**config.mk**
```make
export PLATFORM = sky130hd
export DESIGN_NAME = if_fetch
export DESIGN_NICKNAME = d
export VERILOG_FILES = /design/src/rtl/if_fetch.sv
export SDC_FILE = /design/constraint.sdc
export NUM_CORES = 1
export LEC_CHECK = 0
export BUFFER_PORTS_ARGS = -buffer_cell sky130_fd_sc_hd__buf_2
export CORE_MARGIN = 2
export CORE_UTILIZATION = 55
export CTS_CLUSTER_DIAMETER = 150
export CTS_CLUSTER_SIZE = 10
export DETAILED_ROUTE_END_ITERATION = 6
export PLACE_DENSITY = 0.8
export SLEW_MARGIN = 20
export SYNTH_ARGS = -nofsm -noshare
export SYNTH_HDL_FRONTEND = slang
export SYNTH_SLANG_ARGS = --single-unit
export TNS_END_PERCENT = 20
```
**constraint.sdc**
```tcl
create_clock -name clk -period 3.45 [get_ports clk]
set_clock_uncertainty 0.15 [all_clocks]
set_input_delay 0 -clock clk [delete_from_list [all_inputs] [get_ports clk]]
set_output_delay 0 -clock clk [all_outputs]
set_load 0.05 [all_outputs]
```
**src/rtl/if_fetch.sv**
```systemverilog
// if_fetch: instruction-fetch stage.
//   Owns the PC and builds one 32-bit instruction from four byte reads on the
//   8-bit memory-controller port. The first byte read (at pc) ends up in
//   if_inst[31:24]. The IF/ID register does the little-endian swap.
//   stallreq_if is high while no complete instruction is held.
//   A branch flush redirects fetch to branch_target.
//
// Parameters:
//   RESET_PC      PC loaded at reset
//   ICACHE_LINES  lines in the optional I-cache (power of 2)
//
// Optional feature:
//   Define ICACHE_EN to add a direct-mapped, one-word-per-line I-cache.
//   A hit delivers the instruction one cycle after the lookup, with no memory
//   requests. The default build has no cache storage.
//
// Ports:
//   clk               clock, rising edge
//   rst               asynchronous reset, active low
//   stall[5:0]        pipeline stall vector; stall[1]=1 holds the IF/ID stage
//   flush_from_branch 1 = redirect fetch to branch_target
//   branch_target     redirect address, used verbatim
//   mem_req           byte read request (registered)
//   mem_addr          byte address of the request (registered)
//   mem_valid         mem_data is valid for the current mem_addr
//   mem_data          returned byte
//   if_pc, if_inst    held PC/instruction, zero when nothing is held
//   stallreq_if       1 = no complete instruction held
//   dbg_state         FSM state (0 = FETCH, 1 = HOLD)
//
// Handshake: a byte is accepted on a rising edge where mem_req and mem_valid
// are both high and no branch flush is present. mem_valid is ignored while
// mem_req is low.
module if_fetch #(
  parameter logic [31:0] RESET_PC     = 32'h0000_0000,
  parameter int          ICACHE_LINES = 128
) (
  input  logic        clk,
  input  logic        rst,
  input  logic [5:0]  stall,
  input  logic        flush_from_branch,
  input  logic [31:0] branch_target,
  output logic        mem_req,
  output logic [31:0] mem_addr,
  input  logic        mem_valid,
  input  logic [7:0]  mem_data,
  output logic [31:0] if_pc,
  output logic [31:0] if_inst,
  output logic        stallreq_if,
  output logic        dbg_state
);

  typedef enum logic {FETCH = 1'b0, HOLD = 1'b1} state_t;

  state_t      state, state_n;
  logic [31:0] pc, pc_n;
  logic [1:0]  cnt, cnt_n;
  logic [31:0] word_q, word_n;
  logic        valid, valid_n;
  logic        accept;
  logic        fill;
  logic        hit_c;   // cache hit for the current pc (lookup cycle)
  logic        hit_n;   // cache hit for the next pc (decides next mem_req)
  logic [31:0] hit_word;

  // Stall bits other than the IF/ID hold bit are not used by this stage.
  logic unused_stall;
  assign unused_stall = ^{stall[5:2], stall[0]};

`ifdef ICACHE_EN
  localparam int IDX_W = $clog2(ICACHE_LINES);
  localparam int TAG_W = 30 - IDX_W;

  logic [31:0]       line_data [ICACHE_LINES];
  logic [TAG_W-1:0]  line_tag  [ICACHE_LINES];
  logic [ICACHE_LINES-1:0] line_vld;
  logic [IDX_W-1:0]  idx_c, idx_n;

  assign idx_c    = pc[IDX_W+1:2];
  assign idx_n    = pc_n[IDX_W+1:2];
  assign hit_word = line_data[idx_c];
  assign hit_c    = (state == FETCH) && (cnt == 2'd0) && line_vld[idx_c] &&
                    (line_tag[idx_c] == pc[31:IDX_W+2]);
  assign hit_n    = (state_n == FETCH) && (cnt_n == 2'd0) && line_vld[idx_n] &&
                    (line_tag[idx_n] == pc_n[31:IDX_W+2]);

  always_ff @(posedge clk or negedge rst) begin
    if (!rst) begin
      line_vld <= '0;
    end else if (fill) begin
      line_vld[idx_c] <= 1'b1;
    end
  end

  // Line data and tags only matter once the valid bit is set.
  always_ff @(posedge clk) begin
    if (fill) begin
      line_data[idx_c] <= word_n;
      line_tag[idx_c]  <= pc[31:IDX_W+2];
    end
  end
`else
  localparam int unused_lines = ICACHE_LINES;
  assign hit_c    = 1'b0;
  assign hit_n    = 1'b0;
  assign hit_word = 32'h0;
`endif

  assign accept = (state == FETCH) && mem_req && mem_valid;

  // Next-state logic. Branch beats cache hit, completion and consume.
  always_comb begin
    state_n = state;
    pc_n    = pc;
    cnt_n   = cnt;
    word_n  = word_q;
    valid_n = valid;
    fill    = 1'b0;
    if (flush_from_branch) begin
      pc_n    = branch_target;
      cnt_n   = 2'd0;
      valid_n = 1'b0;
      state_n = FETCH;
    end else if (state == HOLD) begin
      if (!stall[1]) begin
        pc_n    = pc + 32'd4;
        valid_n = 1'b0;
        state_n = FETCH;
      end
    end else if (hit_c) begin
      word_n  = hit_word;
      valid_n = 1'b1;
      state_n = HOLD;
    end else if (accept) begin
      word_n = {word_q[23:0], mem_data};
      cnt_n  = cnt + 2'd1;
      if (cnt == 2'd3) begin
        valid_n = 1'b1;
        state_n = HOLD;
        fill    = 1'b1;
      end
    end
  end

  // Outputs are registered from the next-state values so they line up with
  // the state they describe.
  always_ff @(posedge clk or negedge rst) begin
    if (!rst) begin
      state    <= FETCH;
      pc       <= RESET_PC;
      cnt      <= 2'd0;
      word_q   <= 32'h0;
      valid    <= 1'b0;
      mem_req  <= 1'b0;
      mem_addr <= 32'h0;
      if_pc    <= 32'h0;
      if_inst  <= 32'h0;
    end else begin
      state    <= state_n;
      pc       <= pc_n;
      cnt      <= cnt_n;
      word_q   <= word_n;
      valid    <= valid_n;
      mem_req  <= (state_n == FETCH) && !hit_n;
      mem_addr <= (state_n == FETCH) ? (pc_n + {30'd0, cnt_n}) : 32'h0;
      if_pc    <= valid_n ? pc_n   : 32'h0;
      if_inst  <= valid_n ? word_n : 32'h0;
    end
  end

  assign stallreq_if = ~valid;
  assign dbg_state   = state;

endmodule

```
After elaboration in Yosys (flattened, before gate mapping)
Cells that the tools add are included. W data, S select, Z words.

Flip-flop bits (word level): 165. Input port bits: 50. Logic and storage cells: 40.

Add/sub/neg operators: 3. Bitwise gates (word level): 3. Mux-type cells: 22. Reduce and logical (&&, ||, !) cells: 2. Eq/ne operators: 1.

Operator list (number): $mux W32 (9); $add A32 B2 Y32 (1); $add A32 B3 Y32 const B (1); $mux W1 (10); $mux W2 (3); $not A1 Y1 (3); $add A2 B1 Y2 const B (1); $eq A2 B2 Y1 const B (1); $logic_and A1 B1 Y1 (2).

Longest topological paths before layout
Gate-level depths: netlist of run 1.

Word-level depth: 8. Depth in mapped cells: 13.

Worst setup path after synthesis of run 1
OpenSTA, ideal clock, no wires.

Path type: input -> register. Start: input flush_from_branch. End: register mem_addr[29]. Setup time: 78 ps. Path buffers: 4. Setup slack: 77 ps. Stages: 12. Data arrival time: 3145 ps. Required time: 3222 ps. Cells stage by stage: clkbuf_1 > clkbuf_1 > buf_1 > clkbuf_1 > mux2_2 > ha_1 > a21o_1 > nand4_1 > a211oi_4 > nand4_2 > or4_1 > a21oi_1.

Word-level cells in the longest chain between the ends: 3.

RTL lines: from (decl) (line 41) `input logic flush_from_branch,`; $mux W32 (line 119) `if (flush_from_branch) begin`; named net pc_n[1] (line 56) `logic [31:0] pc, pc_n;`; $add A32 B2 Y32 (line 165) `mem_addr <= (state_n == FETCH) ? (pc_n + {30'd0, cnt_n}) : 32'h0;`; $mux W32 (line 165); to (signal assigned) (line 165); to (decl) (line 44) `output logic [31:0] mem_addr,`.

The timed path passes the listed nets, and every way through them passes these cells.

Final worst setup path of run 1
Start: register pc[3]. End: register mem_addr[29].

Word-level cells in the longest chain between the ends: 6.

RTL lines: from (decl) (line 56); from (signal assigned) (line 160) `pc <= pc_n;`; $add A32 B3 Y32 (line 126) `pc_n = pc + 32'd4;`; $mux W32 (line 125) `if (!stall[1]) begin`; $mux W32 * (line 124) `end else if (state == HOLD) begin`; $mux W32 * (line 119); $add A32 B2 Y32 * (line 165); $mux W32 * (line 165).

Every way passes the cells marked *; elsewhere a longest branch is shown, timed or not.

==> impl_metrics.yaml, run 1 <==
sta:
  worst_slack_ns: 0.149
  finalCriticalPeriod_ns: 3.30
  tns_ns: 0
  hold_violations: 0
  slew_headroom: 0.357
  rsz0062_at_grt: "false"
  worst_pin_slew_ns: 0.964
  finalSetupViolations: 0
  fin_crit_sh: 0.957
  maxSlewViolCount: 0
  fmax_mhz: 303
yosys:
  ys_top_cells_by_area: "dfrtp_1, mux2_2, and2_1"
  postSynthAreaPerCell_um2: 11.3
  seq_area_frac_synth: 0.569
  synth_cell_types: 63
  yosysWarnings: 0
  netlist.area_leader.share: 0.569
  syn_area_mm2: 0.00726
  postSynth.asyncResetShare: 1.00
  synth-seq-cells: 165
  syn_nets: 699
  synth_flop_cell: "dfrtp_1"
  synth_top_cell_by_area: "dfrtp_1"
  syn_inst: 644
  synth_edf_count: 0
critical_path:
  cp.required_ns: 3.66
  critPathCapture: "mem_addr[29]"
  r2r_cells: 9
  path_max_fanout: 6
  r2r-end: "mem_addr[29]"
  startpoint_type: "flop"
  cp.arrival_ns: 3.51
  r2r-start: "pc[3]"
  crit_start: "pc[3]"
  path_class: "reg -> reg"
  worstSetupEndpointType: "flop"
  regToRegSetupSlack_ns: 0.15
global_route:
  overflow: 0
  first_global_vias: 5863
  grt_pass1_wl_um: 29800
  antenna_found_initial: 0
  grt_use_total: 0.270
  grt_start_max_net_pins: 107
floorplan:
  pin_count: 149
  initial_core_util: 0.568
  die_height_um: 119
  placementRows: 41
  dieArea_mm2: 0.0141
  core_area_mm2: 0.0128
  chipWidth_um: 119
place:
  portBuffers: 143
  dp_hpwl_um: 12000
  place_inst: 952
  routabilityCongestion: 0.910
  dp_slack_ns: 0.101
power_and_ir_drop:
  p_clk_frac: 0.360
  power_mw: 4.83
  switching_share: 0.291
  power_density_mw_per_mm2: 520
  seqPwrFrac: 0.468
  peakVddDrop_v: 0.000324
  intPower_mw: 3.42
  combPwrFrac: 0.172
  p_switching_mw: 1.40
  power_leakage_nw: 4.44
layout:
  layout_commonest_cell: "dfrtp_1"
  fin_util: 0.727
  area_growth_pct: 28.0
  n_antenna_cell: 0
  drive_gt1_frac: 0.303
  fin_cells: 1028
  final_cell_mix: "dfrtp_1, buf_2, nor2_1"
  nNetsFinal: 900
clock_network:
  clock_latency_ns: 0.43
  cts_tree: "yes"
  cts_root_buffer: "clkbuf_16"
  clk_path_buf_depth: 2
  numCtsBuffers: 17
  clock_sinks: 165
  clk_pin_slew_ns: 0.06
  h-tree-depth: 4
job:
  maxCapViolations: 0
detailed_routing:
  wl_per_cell_um: 17.6
  drtIter0Drc: 495
  ant_nets: 0
  drt_wl_total_um: 18100
  drc_errors: 0
  dr.pass1.iters: 6
  viasPerCell: 5.55
  num_vias: 5701
status:
  status: "finished, final reports clean"
worst_hold_path:
  hold_class: "in -> reg"
-- sequential cells by signal (all words and copies together) (netlist names) --
name       cells
valid          1
dbg_state      1
cnt            2
mem_req        1
word_q        32
if_pc         32
mem_addr      32
pc            32
if_inst       32
-- Yosys cell counts (3+ instances only) --
cell type / instances
dfrtp_1: 165
nor2_1: 61
and2_1: 39
mux2_2: 36
inv_1: 32
nand2_1: 28
nand4_1: 23
nand3_1: 22
clkbuf_1: 21
xnor2_1: 21
a21oi_1: 17
nor4_1: 17
o21ai_0: 16
nand2b_1: 12
nor3_1: 9
o31ai_1: 9
o31a_1: 8
xor2_1: 8
nor2b_1: 7
a21o_1: 6
and4_1: 6
and3_1: 5
or3_1: 5
a221oi_1: 4
buf_2: 4
ha_1: 4
a221o_1: 3
buf_4: 3
nor4_2: 3
o21a_1: 3
o311a_1: 3
-- through the flow --
step / cell area, um2 / hold slack, ns
2_1_floorplan: 7260 / -0.446
3_3_place_gp: 8260 / 0.0151
3_5_place_dp: 8260 / 0.0441
4_1_cts: 9250 / 0.00813
5_1_grt: 9290 / 0.0898
6_report: 9290 / 0.0602
-- layer usage --
| layer | track usage | wire length, um |
|---|---|---|
| met1 | 0.367 | 7850 |
| met2 | 0.432 | 8860 |
| met3 | 0.0517 | 1090 |
| met4 | 0.108 | 331 |
| met5 | 0 | 0 |
-- cell type report --
| class | instances | area, um2 |
|---|---|---|
| flip-flops and latches | 165 | 4130 |
| repair buffers | 212 | 1370 |
| inverters | 32 | 120 |
| fillers | 898 | 3490 |
| well taps | 172 | 215 |
| multi-input cells | 417 | 2910 |
| clock inverters | 9 | 72.6 |
| clock buffers | 21 | 470 |
-- worst min-delay path by stage --
stage | to | from | slack, ns | cells past startpoint
after floorplan | cnt[0] | rst | -0.45 | 0
after global placement | if_inst[29] | rst | 0.02 | 1
after detailed placement | word_q[30] | rst | 0.04 | 1
after CTS | pc[26] | branch_target[26] | 0.008 | 5
after global routing | pc[26] | branch_target[26] | 0.09 | 5
final | pc[26] | branch_target[26] | 0.06 | 5
-- repair_timing --
| item | in CTS | in global routing |
|---|---|---|
| setup buffers | 0 | 1 |
| endpoints found under the setup margin | 1 | 12 |
| hold buffers | 45 | 0 |
| pin swaps | 1 | 2 |
| endpoints found under the hold margin | 207 | 0 |
| gates resized for setup | 0 | 7 |
-- critical path, cell delays in order, from the launching register on --
cell and delay [ns]:
dfrtp_1 0.45, ha_2 0.27, nand3b_4 0.11, or3_1 0.39, a221o_1 0.42, a211o_1 0.31
a211oi_4 0.33, nand4_2 0.21, or4_1 0.44, a21oi_1 0.15
-- power by group through the flow --
stage	registers (mW)	clock network (mW)	logic [mW]
final	2.26	1.74	0.829
after global placement	2.27	0	0.753
after CTS	2.26	1.76	0.824
after detailed placement	2.29	0	0.775
after global routing	2.28	1.86	0.896
after floorplan	2.43	0	0.371
-- logic make-up (layout without fill, tap and decap cells) --
family | Yosys count | in the layout | synth area share
adder cells (fa/ha/maj) | 5 | 5 | 0.00966
AND/OR/NAND/NOR | 257 | 257 | 0.205
AO/OA/AOI/OAI | 88 | 88 | 0.0879
buffers and inverters | 62 | 274 | 0.0343
multiplexers | 38 | 38 | 0.0586
XOR/XNOR | 29 | 29 | 0.0350
flip-flops | 165 | 165 | 0.569
No activity file was read; power rests on OpenSTA's default activity.
==> run 2: changes to the inputs <==
- CORE_MARGIN: 2 -> default
- CORE_UTILIZATION: 55 -> 50
- PLACE_DENSITY: 0.8 -> 0.77
- clock period: 3.45 -> 3 ns (I/O delays scaled with it)
==> impl_metrics.yaml, run 2 (synthesis gave the netlist of run 1 again) <==
status:
  status: "finished, violations left"
  violations: "negative setup slack"
sta:
  fin_crit_sh: 1.00
  slew_headroom: 0.404
  hold_violations: 0
  worst_slack_ns: -0.00856
  fmax_mhz: 332
  tns_ns: -0.00856
  hold_ws_ns: 0.00616
  finalSetupViolations: 1
  maxSlewViolCount: 0
  worst_pin_slew_ns: 0.894
  finalCriticalPeriod_ns: 3.01
  rsz0062_at_grt: "true"
power_and_ir_drop:
  power_mw: 5.74
  peakVddDrop_v: 0.000387
  power_density_mw_per_mm2: 576
  power_leakage_nw: 4.80
clock_network:
  h-tree-depth: 4
  numCtsBuffers: 17
  clock_latency_ns: 0.43
  cts_root_buffer: "clkbuf_16"
  clk_pin_slew_ns: 0.06
  clk_path_buf_depth: 2
  clock_sinks: 165
  cts_tree: "yes"
floorplan:
  dieArea_mm2: 0.0150
  chipWidth_um: 122
  pin_count: 149
  die_height_um: 122
  core_area_mm2: 0.0140
  initial_core_util: 0.517
  placementRows: 43
critical_path:
  cp.arrival_ns: 3.21
  regToRegSetupSlack_ns: -0.009
  startpoint_type: "flop"
  cp.required_ns: 3.20
  path_max_fanout: 5
  worstSetupEndpointType: "flop"
  path_class: "reg -> reg"
global_route:
  first_global_vias: 5876
  grt_pass1_wl_um: 30600
  grt_use_total: 0.272
  overflow: 0
  antenna_found_initial: 0
  grt_start_max_net_pins: 99
  grt_use_met1: 0.368
  grt_util_met2: 0.440
  busiest_layer: "met2"
  globalRouteMet3Util: 0.0441
job:
  maxCapViolations: 0
layout:
  multiInputGateArea_mm2: 0.00304
  nNetsFinal: 965
  drive_gt1_frac: 0.380
  regArea_mm2: 0.00413
  area_growth_pct: 37.2
  final_cell_mix: "dfrtp_1, buf_2, buf_4"
  fin_util: 0.709
  layout_commonest_cell: "dfrtp_1"
  fillerInstances: 990
  n_antenna_cell: 0
detailed_routing:
  wl_per_cell_um: 17.7
  viasPerCell: 5.50
  ant_nets: 0
  drtIter0Drc: 364
  dr.pass1.iters: 6
  num_vias: 6063
  drt_wl_total_um: 19500
  drc_errors: 0
place:
  dp_slack_ns: -0.0346
  routabilityCongestion: 0.894
  portBuffers: 143
  dp_hpwl_um: 13400
worst_hold_path:
  hold_class: "in -> reg"
## run 2: cell count changes in the layout (fill, tap and decap cells not counted), sizes merged
| cell | before | now |
|---|---|---|
| inv | 34 | 36 |
| bufinv | 0 | 1 |
| dlygate4sd3 | 45 | 44 |
| clkinvlp | 5 | 3 |
| clkinv | 2 | 5 |
| buf | 167 | 233 |
| clkbuf | 21 | 19 |
## run 2: worst paths after layout
kind                                         from            to  cells after the start
max in group asynchronous                     rst    if_inst[3]                      3
worst max register to register              pc[2]  mem_addr[29]                     10
min in group asynchronous                     rst      if_pc[0]                      2
worst max-delay path                        pc[2]  mem_addr[29]                     10
worst min register to register         word_q[30]    word_q[30]                      1
worst min-delay path            branch_target[20]        pc[20]                      6
## run 2: worst max-delay path: stages, from the launching register on
cell and delay, ns:
dfrtp_1 0.41, buf_6 0.14, nand4b_4 0.15, or3_4 0.36, a221o_1 0.37, a211o_1 0.30
a211oi_4 0.21, buf_4 0.17, nand4_2 0.11, or4_1 0.42, a21oi_1 0.16
## run 2: repair_timing
action / CTS / global route
hold buffers: 44 / 0
setup buffers: 0 / 12
endpoints found under the setup margin: 5 / 19
resized for setup: 4 / 33
pin swaps: 1 / 8
hold endpoints to repair: 186 / 0
## run 2: final cells by class
type / count / area share
Tap cell: 180 / 0.0226
Multi-Input combinational cell: 417 / 0.305
Clock buffer: 19 / 0.0445
Timing Repair Buffer: 277 / 0.188
Clock inverter: 13 / 0.0126
Sequential cell: 165 / 0.415
Inverter: 32 / 0.0121
## run 2: per-layer routing
| metal | part of all wire | wire length [um] |
|---|---|---|
| met5 | 0 | 0 |
| met4 | 0.024 | 465 |
| met3 | 0.048 | 945 |
| met2 | 0.49 | 9630 |
| met1 | 0.43 | 8490 |
## run 2: power breakdown
| group | switching (mW) | internal, mW |
|---|---|---|
| Sequential | 0.131 | 2.46 |
| Combinational | 0.638 | 0.424 |
| Clock | 0.908 | 1.18 |
| Total | 1.68 | 4.06 |
## run 2: stage by stage
| step | instance area (um2) | cells |
|---|---|---|
| 3_5_place_dp | 8700 | 1015 |
| 5_1_grt | 9950 | 1103 |
| 4_1_cts | 9720 | 1091 |
| 2_1_floorplan | 7270 | 644 |
| 6_report | 9950 | 1103 |
| 3_3_place_gp | 8700 | 1015 |
==> run 3: changes to the inputs <==
- PLACE_DENSITY: 0.77 -> 0.75
- RECOVER_POWER: default -> 25
==> impl_metrics.yaml, run 3 (synthesis gave the netlist of run 1 again) <==
floorplan:
  pin_count: 149
  initial_core_util: 0.517
  core_area_mm2: 0.0140
  placementRows: 43
  die_height_um: 122
  dieArea_mm2: 0.0150
  chipWidth_um: 122
detailed_routing:
  drtIter0Drc: 427
  viasPerCell: 5.55
  ant_nets: 0
  drt_wl_total_um: 20900
  drc_errors: 0
  wl_per_cell_um: 18.8
  dr.pass1.iters: 5
  num_vias: 6180
worst_hold_path:
  hold_class: "in -> reg"
layout:
  fillerInstances: 1035
  nNetsFinal: 976
  area_growth_pct: 38.7
  drive_gt1_frac: 0.359
  fin_cells: 1114
  layout_commonest_cell: "dfrtp_1"
  final_cell_area_mm2: 0.0101
  final_cell_mix: "dfrtp_1, buf_2, buf_4"
  n_antenna_cell: 0
sta:
  fmax_mhz: 333
  fin_crit_sh: 1.00
  hold_violations: 1
  hold_ws_ns: -0.00197
  slew_headroom: -0.177
  finalCriticalPeriod_ns: 3.00
  rsz0062_at_grt: "true"
  worst_pin_slew_ns: 1.77
  worst_slack_ns: -0.00304
  tns_ns: -0.00461
  finalSetupViolations: 2
  maxSlewViolCount: 70
clock_network:
  h-tree-depth: 4
  numCtsBuffers: 17
  cts_tree: "yes"
  clock_latency_ns: 0.44
  clk_pin_slew_ns: 0.07
  cts_root_buffer: "clkbuf_16"
  clk_path_buf_depth: 2
  clock_sinks: 165
critical_path:
  cp.required_ns: 3.21
  r2r-start: "dbg_state"
  crit_start: "dbg_state"
  path_class: "reg -> reg"
  startpoint_type: "flop"
  r2r-end: "mem_addr[29]"
  regToRegSetupSlack_ns: -0.003
  path_max_fanout: 4
  cp.arrival_ns: 3.22
  max_stage_delay_ns: 0.44
  worstSetupEndpointType: "flop"
  crit_chain: "nand3b_1 -> buf_4 -> mux2i_2 -> nor2_2 -> ha_1 -> a21o_1 -> nand4_1 -> a211oi_4 -> nand4_2 -> or4_1 -> a21oi_1"
  r2r_cells: 11
  critPathSlowestCell: "dfrtp_2"
  critPathCapture: "mem_addr[29]"
place:
  placed_cell_area_mm2: 0.00876
  routabilityCongestion: 0.902
  portBuffers: 143
  place_inst: 1024
  dp_slack_ns: -0.0943
  dp_hpwl_um: 13900
power_and_ir_drop:
  power_density_mw_per_mm2: 588
  peakVddDrop_v: 0.000481
  power_leakage_nw: 4.73
global_route:
  grt_start_max_net_pins: 71
  grt_use_total: 0.290
  grt_pass1_wl_um: 32400
  first_global_vias: 6248
  antenna_found_initial: 0
  overflow: 0
status:
  violations: "negative hold slack, max-capacitance violations, max-slew violations, negative setup slack"
  status: "finished, violations left"
job:
  maxCapViolations: 1
[run 3: cell count changes in the layout (fill, tap and decap cells not counted), sizes merged]
cell         change
clkinvlp         -2
buf             -26
clkbuf          +35
inv              +3
bufinv           +1
dlygate4sd3      +1
clkinv           -1
[run 3: per-stage QoR]
step	util	total power, mW
after floorplan	-	3.22
after global placement	0.624	3.57
after detailed placement	0.624	3.61
after CTS	0.704	5.90
after global routing	0.716	6.14
final	0.716	5.92
[run 3: how the worst min path moves through the flow]
stage                      start           to  slack (ns)  cells after the start
3_5_place_dp                 rst  if_inst[30]       -0.09                      1
4_1_cts        branch_target[21]       pc[21]      0.0005                      6
5_1_grt        branch_target[21]       pc[21]        0.01                      6
2_1_floorplan                rst       cnt[0]       -0.45                      0
3_3_place_gp                 rst  if_inst[22]       -0.11                      1
6_report       branch_target[21]       pc[21]      -0.002                      6
[run 3: power breakdown]
part / internal, mW / switching (mW)
combinational: 0.432 / 0.651
clock: 1.27 / 0.964
sequential: 2.46 / 0.137
total: 4.16 / 1.75
[run 3: cell type report]
cell class / count / area (um2) / share of cell area
sequential: 165 / 4130 / 0.411
multi-input combinational: 417 / 3060 / 0.304
clock inverter: 14 / 164 / 0.0163
tap: 180 / 225 / 0.0224
clock buffer: 18 / 439 / 0.0437
inverter: 32 / 120 / 0.0119
timing repair buffer: 288 / 1920 / 0.191
[run 3: routing by layer]
layer,vias up,part of all wire,track usage
met5,-,0,0
met4,0,0.025,0.117
met3,38,0.053,0.0590
met2,225,0.49,0.473
met1,3101,0.43,0.378
li1,2816,-,-
[run 3: worst max-delay path, delay by kind of cell, from the launching register on]
| kind | cells | cell delay, ns |
|---|---|---|
| AOI/OAI and AO/OA | 3 | 0.68 |
| DFF | 1 | 0.44 |
| adders and majority gates | 1 | 0.30 |
| muxes | 1 | 0.17 |
| and+or+nand+nor | 5 | 1.03 |
| buffers and inverters | 1 | 0.16 |
[run 3: what timing repair did]
action,4_1_cts,5_1_grt
endpoints found under the setup margin,9,20
pin swaps,5,24
gates cloned,0,0
buffers inserted,3,11
hold buffers,44,1
endpoints found under the hold margin,222,1
gates resized for setup,16,29
